### src/rtl/monitor_uart_tx_if.sv
// Bundle between the snapshot monitor and the Nano monitor mux: select out, byte/nibble back.
// Latency: none; this is plain wiring.
// Backpressure: none; the mux is purely combinational.
interface monitor_uart_tx_if;
  logic [2:0] OUT_CTRL;
  logic [7:0] OUT8B;
  logic [3:0] OUT4B;

  // master drives the select and reads the mux data
  modport master (output OUT_CTRL, input OUT8B, input OUT4B);
  // slave is the monitor mux itself
  modport slave  (input OUT_CTRL, output OUT8B, output OUT4B);
endinterface

### src/rtl/monitor_uart_tx.sv
// Snapshot the monitor mux (status, R word, flags) and stream it as an 8-byte checksummed 8N1 UART frame.
// Latency: TXD start bit begins 10 cycles after START is accepted; frame lasts 80*CLK_DIV cycles.
// Backpressure: none; START is ignored while BUSY, there is no request queue.
module monitor_uart_tx #(
  parameter int CLK_DIV = 163
) (
  input  logic               CLK,
  input  logic               NRST,
  input  logic               START,
  input  logic [2:0]         IDLE_CTRL,
  monitor_uart_tx_if.master  mon,
  output logic               TXD,
  output logic               BUSY,
  output logic               FRAME_DONE
);

  typedef enum logic [2:0] {
    IDLE, CAP_SET, CAP_SMP, TX_START, TX_DATA, TX_STOP
  } state_t;

  localparam logic [9:0] DIV_M1 = 10'(CLK_DIV - 1);

  state_t      state, state_d;
  logic [2:0]  cap_idx, nxt_cap;
  logic [2:0]  byte_idx;
  logic [2:0]  bit_idx, nxt_bit;
  logic [9:0]  bit_cnt;
  logic        tick;
  logic [7:0]  st, fl;
  logic [31:0] r;
  logic [7:0]  chk, cur_byte;
  logic [2:0]  ctrl_q, ctrl_d;
  logic        txd_q, txd_d;
  logic        done_q, done_d;

  // Mux select code for each capture step: status, then R bytes 0..3 (flags ride on OUT4B).
  function automatic logic [2:0] cap_code(input logic [2:0] i);
    case (i)
      3'd0:    cap_code = 3'd0;
      3'd1:    cap_code = 3'd4;
      3'd2:    cap_code = 3'd5;
      3'd3:    cap_code = 3'd6;
      default: cap_code = 3'd7;
    endcase
  endfunction

  assign tick = (bit_cnt == 10'd0);
  assign chk  = st ^ r[7:0] ^ r[15:8] ^ r[23:16] ^ r[31:24] ^ fl;

  // Byte currently on the wire, selected by frame position; header is outside the checksum.
  always_comb begin
    cur_byte = 8'hA5;
    case (byte_idx)
      3'd0: cur_byte = 8'hA5;
      3'd1: cur_byte = st;
      3'd2: cur_byte = r[7:0];
      3'd3: cur_byte = r[15:8];
      3'd4: cur_byte = r[23:16];
      3'd5: cur_byte = r[31:24];
      3'd6: cur_byte = fl;
      default: cur_byte = chk;
    endcase
  end

  // State register.
  always_ff @(posedge CLK or negedge NRST) begin
    if (!NRST) state <= IDLE;
    else       state <= state_d;
  end

  // Next-state logic: capture walk, then start/data/stop per byte until the checksum byte ends.
  always_comb begin
    state_d = state;
    case (state)
      IDLE:     if (START) state_d = CAP_SET;
      CAP_SET:  state_d = CAP_SMP;
      CAP_SMP:  state_d = (cap_idx == 3'd4) ? TX_START : CAP_SET;
      TX_START: if (tick) state_d = TX_DATA;
      TX_DATA:  if (tick && bit_idx == 3'd7) state_d = TX_STOP;
      TX_STOP:  if (tick) state_d = (byte_idx == 3'd7) ? IDLE : TX_START;
      default:  state_d = IDLE;
    endcase
  end

  // Output decode: next registered select, next line level and the completion pulse.
  always_comb begin
    case (state)
      IDLE:    nxt_cap = 3'd0;
      CAP_SMP: nxt_cap = cap_idx + 3'd1;
      default: nxt_cap = cap_idx;
    endcase
    if (state == TX_DATA) nxt_bit = tick ? bit_idx + 3'd1 : bit_idx;
    else                  nxt_bit = 3'd0;

    ctrl_d = 3'b111;
    if (state_d == CAP_SET || state_d == CAP_SMP) ctrl_d = cap_code(nxt_cap);

    case (state_d)
      TX_START: txd_d = 1'b0;
      TX_DATA:  txd_d = cur_byte[nxt_bit];
      default:  txd_d = 1'b1;
    endcase

    done_d = (state == TX_STOP) && (state_d == IDLE);
  end

  // Datapath: capture registers, bit timer and frame position counters.
  always_ff @(posedge CLK or negedge NRST) begin
    if (!NRST) begin
      cap_idx  <= 3'd0;
      byte_idx <= 3'd0;
      bit_idx  <= 3'd0;
      bit_cnt  <= DIV_M1;
      st       <= 8'h00;
      fl       <= 8'h00;
      r        <= 32'h0;
      ctrl_q   <= 3'd0;
      txd_q    <= 1'b1;
      done_q   <= 1'b0;
    end else begin
      cap_idx <= nxt_cap;
      bit_idx <= nxt_bit;
      ctrl_q  <= ctrl_d;
      txd_q   <= txd_d;
      done_q  <= done_d;

      if (state == TX_START || state == TX_DATA || state == TX_STOP)
        bit_cnt <= tick ? DIV_M1 : bit_cnt - 10'd1;
      else
        bit_cnt <= DIV_M1;

      if (state == CAP_SMP)                 byte_idx <= 3'd0;
      else if (state == TX_STOP && tick)    byte_idx <= byte_idx + 3'd1;

      if (state == CAP_SMP) begin
        case (cap_idx)
          3'd0: st <= mon.OUT8B;
          3'd1: begin r[7:0]   <= mon.OUT8B; fl[3:0] <= mon.OUT4B; end
          3'd2: r[15:8]  <= mon.OUT8B;
          3'd3: begin r[23:16] <= mon.OUT8B; fl[7:4] <= mon.OUT4B; end
          default: r[31:24] <= mon.OUT8B;
        endcase
      end
    end
  end

  // Live passthrough while idle keeps the monitor usable when no snapshot is running.
  assign mon.OUT_CTRL = (state == IDLE) ? IDLE_CTRL : ctrl_q;
  assign TXD          = txd_q;
  assign BUSY         = (state != IDLE);
  assign FRAME_DONE   = done_q;

endmodule

### src/flat_wrapper.sv
// flat-port wrapper written by rule: the top's interface ports become plain ports
module monitor_uart_tx_flat 
#(
  parameter int CLK_DIV = 163
)
  (CLK, NRST, START, IDLE_CTRL, TXD, BUSY, FRAME_DONE, mon_OUT_CTRL, mon_OUT8B, mon_OUT4B);
  monitor_uart_tx_if mon_i ();
  input  logic CLK;
  input  logic NRST;
  input  logic START;
  input  logic [2:0] IDLE_CTRL;
  output logic TXD;
  output logic BUSY;
  output logic FRAME_DONE;
  output wire logic [$bits(mon_i.OUT_CTRL)-1:0] mon_OUT_CTRL;
  input wire logic [$bits(mon_i.OUT8B)-1:0] mon_OUT8B;
  input wire logic [$bits(mon_i.OUT4B)-1:0] mon_OUT4B;
  assign mon_OUT_CTRL = mon_i.OUT_CTRL;
  assign mon_i.OUT8B = mon_OUT8B;
  assign mon_i.OUT4B = mon_OUT4B;
  monitor_uart_tx #(.CLK_DIV(CLK_DIV)) u_core (.CLK(CLK), .NRST(NRST), .START(START), .IDLE_CTRL(IDLE_CTRL), .mon(mon_i), .TXD(TXD), .BUSY(BUSY), .FRAME_DONE(FRAME_DONE));
endmodule
### config.mk
export PLATFORM = sky130hd
export DESIGN_NAME = monitor_uart_tx_flat
export DESIGN_NICKNAME = d
export VERILOG_FILES = /design/src/rtl/monitor_uart_tx_if.sv /design/src/rtl/monitor_uart_tx.sv /design/src/flat_wrapper.sv
export SDC_FILE = /design/constraint.sdc
export NUM_CORES = 1
export LEC_CHECK = 0
export BUFFER_PORTS_ARGS = -buffer_cell sky130_fd_sc_hd__buf_2
export CORE_MARGIN = 4
export CORE_UTILIZATION = 38
export CTS_CLUSTER_DIAMETER = 200
export DETAILED_ROUTE_END_ITERATION = 7
export GPL_TIMING_DRIVEN = 0
export PLACE_DENSITY_LB_ADDON = 0.08
export SYNTH_ARGS = -nofsm -noshare
export SYNTH_HDL_FRONTEND = slang
export SYNTH_SLANG_ARGS = --single-unit
### constraint.sdc
create_clock -name CLK -period 3.1 [get_ports CLK]
set_input_delay 0.465 -clock CLK [delete_from_list [all_inputs] [get_ports CLK]]
set_output_delay 0.465 -clock CLK [all_outputs]
set_load 0.02 [all_outputs]
==> flow_summary.toml, run 1 <==
[routing]
final_antenna_net_count = 0
wl_per_cell_um = 17.5
vias_per_cell = 5.40
drt-pass1-iter-count = 4
drt_iter0_drc = 145
routed-via-count = 2903
drcViolationCount = 0
wl_mm = 9.43

[logic_synthesis]
synth_enable_flop_cells = 0
ys.flop_type = "dfrtp_1"
ys_ff_latch = 75
synth.net_count = 393
synth_cell_type_count = 57
yosysWarnings = 0
syn_area_um2 = 4170
syn_inst = 361
synth-async-reset-ratio_pct = 100
avgSynthCellArea_um2 = 11.5
ys_seq_area_share_pct = 45.2

[clock_network]
post_cts_buffers = 0
cts_resized = 1
clockBufferDepth = 2
insertion_delay_ns = 0.35
numCtsBuffers = 9
clkTransAtPathRegs_ns = 0.09
cts_hold_buf = 0
cts.sinks = 75
htree_levels = 3
clockRootBuffer = "clkbuf_8"
cts_tree = "built"

[grt]
grt_pass1_wl_mm = 16.1
grt_max_degree = 43
grt_pass1_vias = 3076
grt_antenna_before_repair = 0
gr-total-overflow = 0
grt_usage_pct = 15.9

[status]
outcome = "completed"

[die]
dieArea_um2 = 12700
coreArea_um2 = 10500
ios = 24
die_height_um = 113
start_util_pct = 39.6
fp.dieW_um = 113
num_rows = 37

[setup_path]
rr_worst_depth = 10
worst-r2r-setup-slack_ns = 0.27
critical_path.top_delay_family = "buffers and inverters"
crit_type = "reg2reg"
path_cells = "clkbuf_2, inv_1, ha_1, buf_1, nor4_2, buf_2, a221oi_1, mux2i_1, o22ai_1, a211oi_2"
crit_required_ns = 3.36
cp_slowest_cell = "dfrtp_1"
regToRegEndpoint = "u_core.TXD"
crit_fanout = 10
r2r-start = "u_core.byte_idx[2]"
startpoint_type = "flip-flop"
cpPeakStageDelay_ns = 0.46
critPathBufInv = 4
crit_arrival_ns = 3.09
cp-end-kind = "flip-flop"

[timing]
fmax_mhz = 353
relSlewSlack_pct = 22.7
tns_ns = 0
fin_crit_sh_pct = 91.4
period_minus_slack_ns = 2.83
worst_pin_slew_ns = 1.15
whs_ns = 0.0553
rsz0062_at_grt = "no"
finalHoldViolations = 0
finalMaxSlewViolations = 0
finClkSkew_ns = 0.00758
setup_viol = 0

[min_path]
hp-class = "in2async"

[flow_run]
maxCapViolations = 0

[placement]
io_buffers = 23
dp.cells = 522
hpwl_mm = 6.72
gp_congestion = 0.803

[power]
p_per_area_nw_per_um2 = 448
total_leakage_power_nw = 2.02
worst_ir_drop_vdd_v = 0.000203

[cells_and_area]
antenna_cells = 0
final_nets = 429
finalNonFillerCells = 538
final_layout_size_suffix_gt1_share_pct = 24.9
final_common_cell = "dfrtp_1"
area_delta_synth_final_pct = 13.6
layout_common_cells = "dfrtp_1 (71), mux2_2 (44), buf_2 (23), nand2_1 (20), nor2_1 (19)"
==> cells in the mapped netlist, types with 4 or more instances <==
| library cell | instances | area, µm² |
|---|---|---|
| a211oi_1 | 4 | 30.0 |
| xor2_1 | 16 | 140 |
| a22oi_1 | 5 | 37.5 |
| a21oi_1 | 10 | 50.1 |
| mux2i_1 | 6 | 60.1 |
| mux2_2 | 44 | 495 |
| mux2_1 | 9 | 101 |
| xnor3_1 | 6 | 135 |
| o21ai_0 | 5 | 25.0 |
| nor3_1 | 9 | 45.0 |
| a221oi_1 | 9 | 78.8 |
| clkbuf_1 | 10 | 37.5 |
| dfstp_2 | 4 | 105 |
| xnor2_1 | 18 | 158 |
| nand3_1 | 5 | 25.0 |
| nor2_1 | 19 | 71.3 |
| nand4_1 | 5 | 31.3 |
| dfrtp_1 | 71 | 1780 |
| inv_1 | 16 | 60.1 |
| nand2_1 | 20 | 75.1 |
| ha_1 | 14 | 175 |
==> how the worst max path moves through the flow <==
| stage | from | end | slack [ns] | cells past startpoint |
|---|---|---|---|---|
| floorplan | u_core.byte_idx[2] | u_core.TXD | 0.58 | 9 |
| global placement | u_core.byte_idx[2] | u_core.TXD | -0.62 | 9 |
| detailed placement | u_core.byte_idx[2] | u_core.TXD | -0.02 | 10 |
| CTS | u_core.byte_idx[2] | u_core.TXD | 0.14 | 10 |
| global route | u_core.byte_idx[2] | u_core.TXD | 0.04 | 10 |
| finish | u_core.byte_idx[2] | u_core.TXD | 0.27 | 10 |
==> per-stage QoR <==
step / util, % / area, µm² / worst slack (ns) / power (W)
after global routing: 45.1 / 4730 / 0.0367 / 0.00222
after detailed placement: 42.6 / 4480 / -0.0198 / 0.00122
after CTS: 45.0 / 4730 / 0.140 / 0.00216
after floorplan: - / 4170 / 0.582 / 0.00116
final: 45.1 / 4730 / 0.267 / 0.00212
after global placement: 42.4 / 4450 / -0.621 / 0.00121
==> routing by layer <==
metal  part of all wire (%)  global-route usage [%]  vias up
met1                     48                    21.7     1442
met2                     47                    25.3       49
li1                       -                       -     1399
met4                    1.9                    5.13        0
met3                    3.8                    3.32       13
met5                      0                       0        -
==> state kept, by name (all words and copies together), names as in the netlist <==
| signal | count |
|---|---|
| u_core.ctrl_q | 3 |
| u_core.byte_idx | 3 |
| u_core.bit_cnt | 10 |
| u_core.TXD | 1 |
| u_core.bit_idx | 3 |
| u_core.st | 8 |
| u_core.fl | 8 |
| u_core.cap_idx | 3 |
| u_core.r | 32 |
| u_core.state | 3 |
| u_core.FRAME_DONE | 1 |
==> power breakdown <==
group          switching [W]  internal, W
logic              0.0000621    0.0000924
clock network       0.000385     0.000542
registers          0.0000315      0.00101
==> final cells by class <==
type / instances / area, µm²
inverter: 16 / 60.1
clock buffer: 9 / 124
buffer: 14 / 65.1
multi-input combinational: 256 / 2170
timing repair buffer: 25 / 143
fill: 989 / 5770
tap: 136 / 170
sequential: 75 / 1880
clock inverter: 7 / 124
==> logic make-up after synthesis <==
group | after synthesis | synth area share (%)
buf+inv | 30 | 2.97
simple gates | 81 | 10.5
flops | 75 | 45.2
compound gates | 62 | 11.1
mux | 59 | 15.8
xor+xnor | 40 | 10.4
fa+ha+maj | 14 | 4.20
(Power assumes the default switching activity.)
==> inputs of run 2 (changes only) <==
Settings changed: CORE_UTILIZATION 38 to 40, CTS_CLUSTER_SIZE from default to 30.
==> run 2 against run 1 <==
Net effect:
- clock skew shrank 0.00074 ns
- critical path type unchanged
- critical endpoint unchanged
- register-to-register slack worse by 0.09 ns
- power shrank 4.0%
- critical path depth unchanged
- highest routed layer unchanged
- core utilization is 2.4 points higher
- final cell count decreased by 0.37%
- sequential share of layout area rose by 0.074 points
- clock power decreased by 9.0%
- setup slack lost 0.093 ns
- first-iteration DRC count down 34%
- non-clock buffer count rose by 1
- clock-buffer cell count increased by 1
==> flow_summary.toml, run 2 (synthesis results as in run 1) <==
[cells_and_area]
final_common_cell = "dfrtp_1"
seqCellArea_um2 = 1880
largest_register_ffs = 32
finalNonFillerCells = 536
layout_common_cells = "dfrtp_1 (71), mux2_2 (44), buf_2 (22), nand2_1 (20), nor2_1 (19)"
finish.utilization_pct = 47.5
final_nets = 430
antenna_cells = 0
fillers = 957
final_layout_size_suffix_gt1_share_pct = 24.6
largest-register = "u_core.r"
top_regs = "u_core.r: 32 flops, u_core.bit_cnt: 10 flops"
multi_input_area_um2 = 2180
area_delta_synth_final_pct = 13.4

[clock_network]
htree_levels = 3
clkTransAtPathRegs_ns = 0.08
numCtsBuffers = 9
cts_tree = "built"
clockBufferDepth = 2
insertion_delay_ns = 0.35
cts.sinks = 75
clockRootBuffer = "clkbuf_8"
cts_hold_buf = 0

[die]
num_rows = 36
ios = 24
coreArea_um2 = 9950
dieArea_um2 = 12100
die_height_um = 110
fp.dieW_um = 110
start_util_pct = 41.9

[grt]
grt_max_degree = 46
grt_pass1_vias = 3031
grt_pass1_wl_mm = 15.9
grt_usage_pct = 17.1
grt_antenna_before_repair = 0
gr-total-overflow = 0

[setup_path]
crit_arrival_ns = 3.20
rr_worst_depth = 10
cpPeakStageDelay_ns = 0.46
crit_required_ns = 3.37
crit_fanout = 10
startpoint_type = "flip-flop"
cp-end-kind = "flip-flop"
regToRegEndpoint = "u_core.TXD"
r2r-start = "u_core.byte_idx[2]"
critical_path.top_delay_family = "buffers and inverters"
cp_slowest_cell = "dfrtp_1"
path_cells = "clkbuf_1, inv_1, ha_1, buf_1, nor4_4, buf_4, a221oi_1, mux2i_1, o22ai_1, a211oi_2"
crit_type = "reg2reg"
critPathBufInv = 4
worst-r2r-setup-slack_ns = 0.17

[power]
finalPower_w = 0.00204
total_leakage_power_nw = 2.01
worst_ir_drop_vdd_v = 0.000275
p_per_area_nw_per_um2 = 431

[timing]
finClkSkew_ns = 0.00684
worst_pin_slew_ns = 1.25
fmax_mhz = 342
finalHoldViolations = 0
finalMaxSlewViolations = 0
setup_viol = 0
relSlewSlack_pct = 16.0
fin_crit_sh_pct = 94.4
period_minus_slack_ns = 2.93

[routing]
routed-via-count = 2915
final_antenna_net_count = 0
drcViolationCount = 0
wl_mm = 9.37
drt-pass1-iter-count = 5
vias_per_cell = 5.44
wl_per_cell_um = 17.5
drt_iter0_drc = 95

[placement]
dp.cells = 518
hpwl_mm = 6.52
io_buffers = 23
gp_congestion = 0.830

[flow_run]
maxCapViolations = 0

[status]
outcome = "completed"

[min_path]
hp-class = "in2async"
run 2: final cells by class:
type | count | area share (%)
Tap cell | 133 | 3.52
Clock inverter | 6 | 1.91
Buffer | 14 | 1.35
Clock buffer | 10 | 2.70
Inverter | 16 | 1.27
Multi-Input combinational cell | 256 | 46.0
Timing Repair Buffer | 26 | 3.39
Sequential cell | 75 | 39.8
run 2: worst max-delay path by stage:
stage                       startpoint         end  slack [ns]  cells after the start
floorplan           u_core.byte_idx[2]  u_core.TXD        0.58                      9
global placement    u_core.byte_idx[2]  u_core.TXD       -0.59                      9
detailed placement  u_core.byte_idx[2]  u_core.TXD       -0.62                      9
CTS                 u_core.byte_idx[2]  u_core.TXD        0.10                      9
global route        u_core.byte_idx[2]  u_core.TXD       -0.01                     10
finish              u_core.byte_idx[2]  u_core.TXD        0.17                     10
run 2: routing by layer:
layer,track usage (%),up-vias,routed length [µm]
met4,4.81,0,85
met3,3.20,9,302
met5,0,-,0
li1,-,1387,-
met2,28.5,51,4460
met1,22.8,1468,4520
run 2: report_power, final:
| part | switching [W] | leakage [nW] | internal [W] |
|---|---|---|---|
| clock | 0.000388 | 0.106 | 0.000455 |
| sequential | 0.0000300 | 0.865 | 0.00101 |
| combinational | 0.0000617 | 1.04 | 0.0000934 |
run 2: what timing repair did:
action,CTS,global route
setup buffers,0,2
gates resized for setup,2,0
pin swaps,0,1
endpoints found under the setup margin,1,1
run 2: per-stage QoR:
step                setup slack [ns]  TNS (ns)  hold WS [ns]  cell area (µm²)
floorplan                      0.582         0         0.169             4170
global placement              -0.593    -0.593         0.481             4450
detailed placement            -0.621    -0.621         0.433             4480
CTS                            0.102         0        0.0587             4710
global route                 -0.0146   -0.0146        0.0718             4730
finish                         0.173         0        0.0495             4730
==> inputs of run 3 (changes only) <==
Settings changed: CORE_UTILIZATION 40 to 44.
Clock period 3.1 ns to 3.05 ns, I/O delays scaled along.
==> run 3 against run 2 <==
Net effect:
- final area decreased by 0.29%
- largest power group unchanged
- first-iteration DRC count increased by 23%
- core utilization increased by 3.5 points
- final cell count decreased by 0.75%
- hold slack improved by 0.30 ns
- critical endpoint unchanged
==> flow_summary.toml, run 3 (synthesis results as in run 1) <==
[status]
outcome = "completed"

[die]
fp.dieW_um = 105
ios = 24
num_rows = 35
dieArea_um2 = 11100
die_height_um = 105
coreArea_um2 = 9240
start_util_pct = 45.1

[cells_and_area]
area_delta_synth_final_pct = 13.1
final_common_cell = "dfrtp_1"
seqCellArea_um2 = 1880
final_nets = 430
fillers = 869
multi_input_area_um2 = 2170
top_regs = "u_core.r: 32 flops, u_core.bit_cnt: 10 flops"
fin_area_um2 = 4710
largest-register = "u_core.r"
finish.utilization_pct = 51.0
antenna_cells = 0
largest_register_ffs = 32
final_layout_size_suffix_gt1_share_pct = 24.8
layout_common_cells = "dfrtp_1 (71), mux2_2 (44), buf_2 (23), nand2_1 (20), nor2_1 (19)"

[setup_path]
cp-endpoint = "u_core.TXD"
cp-end-kind = "flip-flop"
crit_required_ns = 3.33
rr_worst_depth = 10
r2r-start = "u_core.byte_idx[2]"
crit_start = "u_core.byte_idx[2]"
crit_arrival_ns = 3.03
crit_fanout = 10
startpoint_type = "flip-flop"
crit_type = "reg2reg"
regToRegEndpoint = "u_core.TXD"
worst-r2r-setup-slack_ns = 0.30

[timing]
fin_crit_sh_pct = 90.2
worst_pin_slew_ns = 1.13
finClkSkew_ns = 0.00649
period_minus_slack_ns = 2.75
fmax_mhz = 363
relSlewSlack_pct = 24.0
finalMaxSlewViolations = 0
whs_ns = 0.348
rsz0062_at_grt = "no"
finalHoldViolations = 0
setup_viol = 0

[grt]
grt_pass1_wl_mm = 15.4
grt_usage_pct = 17.4
gr-total-overflow = 0
grt_max_degree = 60
grt_use_met3_pct = 3.31
grt_pass1_vias = 2964
top_usage_layer = "met2"
met2_usage_pct = 28.1
grt_antenna_before_repair = 0
grtUsageMet1_pct = 23.8

[clock_network]
clockBufferDepth = 2
htree_levels = 3
numCtsBuffers = 9
cts.sinks = 75
clkTransAtPathRegs_ns = 0.08
post_cts_buffers = 0
clockRootBuffer = "clkbuf_8"
insertion_delay_ns = 0.35
cts_tree = "built"

[routing]
final_antenna_net_count = 0
routed-via-count = 2923
drt_iter0_drc = 117
wl_mm = 9.15
wl_per_cell_um = 17.2
drcViolationCount = 0
drt-pass1-iter-count = 4
vias_per_cell = 5.49

[power]
worst_ir_drop_vdd_v = 0.000299
total_leakage_power_nw = 2.02
p_per_area_nw_per_um2 = 435

[min_path]
hp-class = "in2reg"
hp-start = "mon_OUT4B[0]"

[flow_run]
maxCapViolations = 0

[placement]
io_buffers = 23
place_area_um2 = 4480
gp_congestion = 0.803
hpwl_mm = 6.40
==> run 3: worst max-delay path, stage by stage (launching register included) <==
cell      delay, ns
dfrtp_1        0.46
clkbuf_2       0.30
inv_1          0.09
ha_1           0.20
buf_1          0.27
nor4_2         0.35
buf_2          0.26
a221oi_1       0.12
mux2i_1        0.24
o22ai_1        0.16
a211oi_2       0.23
==> run 3: worst min path at each step <==
stage / end / slack, ns / cells after the start
2_1_floorplan: u_core.FRAME_DONE / 0.16 / 0
3_3_place_gp: u_core.bit_cnt[0] / 0.48 / 1
3_5_place_dp: u_core.bit_cnt[9] / 0.35 / 1
4_1_cts: u_core.fl[1] / 0.33 / 2
5_1_grt: u_core.fl[5] / 0.34 / 2
6_report: u_core.fl[4] / 0.35 / 2
==> run 3: routing by layer <==
layer | up-vias | wire [µm]
met2 | 56 | 4360
li1 | 1391 | -
met4 | 0 | 94
met5 | - | 0
met1 | 1468 | 4330
met3 | 8 | 368
==> run 3: final cells by class <==
class / instances / area share [%]
clock inverters: 7 / 1.96
well taps: 129 / 3.43
clock buffers: 9 / 2.63
inverters: 16 / 1.27
flip-flops and latches: 75 / 39.9
plain buffers: 14 / 1.38
repair buffers: 26 / 3.40
multi-input cells: 256 / 46.0
==> run 3: timing repair <==
| item | 4_1_cts | 5_1_grt |
|---|---|---|
| hold buffers | 1 | 0 |
| endpoints found under the setup margin | 1 | 1 |
| cloned | 0 | 0 |
| gates resized for setup | 1 | 2 |
| hold endpoints to repair | 12 | 0 |
==> run 3: metrics by stage <==
| stage | cells | total power (W) | setup WS, ns | setup TNS, ns |
|---|---|---|---|---|
| 2_1_floorplan | 361 | 0.00118 | 0.532 | 0 |
| 3_3_place_gp | 513 | 0.00123 | -0.714 | -0.714 |
| 3_5_place_dp | 515 | 0.00124 | -0.0547 | -0.0547 |
| 4_1_cts | 532 | 0.00209 | 0.134 | 0 |
| 5_1_grt | 532 | 0.00214 | 0.0745 | 0 |
| 6_report | 532 | 0.00205 | 0.298 | 0 |
==> run 3: where the power goes <==
| group | total [W] | switching (W) | internal [W] |
|---|---|---|---|
| sequential | 0.00106 | 0.0000309 | 0.00103 |
| combinational | 0.000158 | 0.0000622 | 0.0000958 |
| clock | 0.000836 | 0.000377 | 0.000459 |
| total | 0.00205 | 0.000470 | 0.00158 |
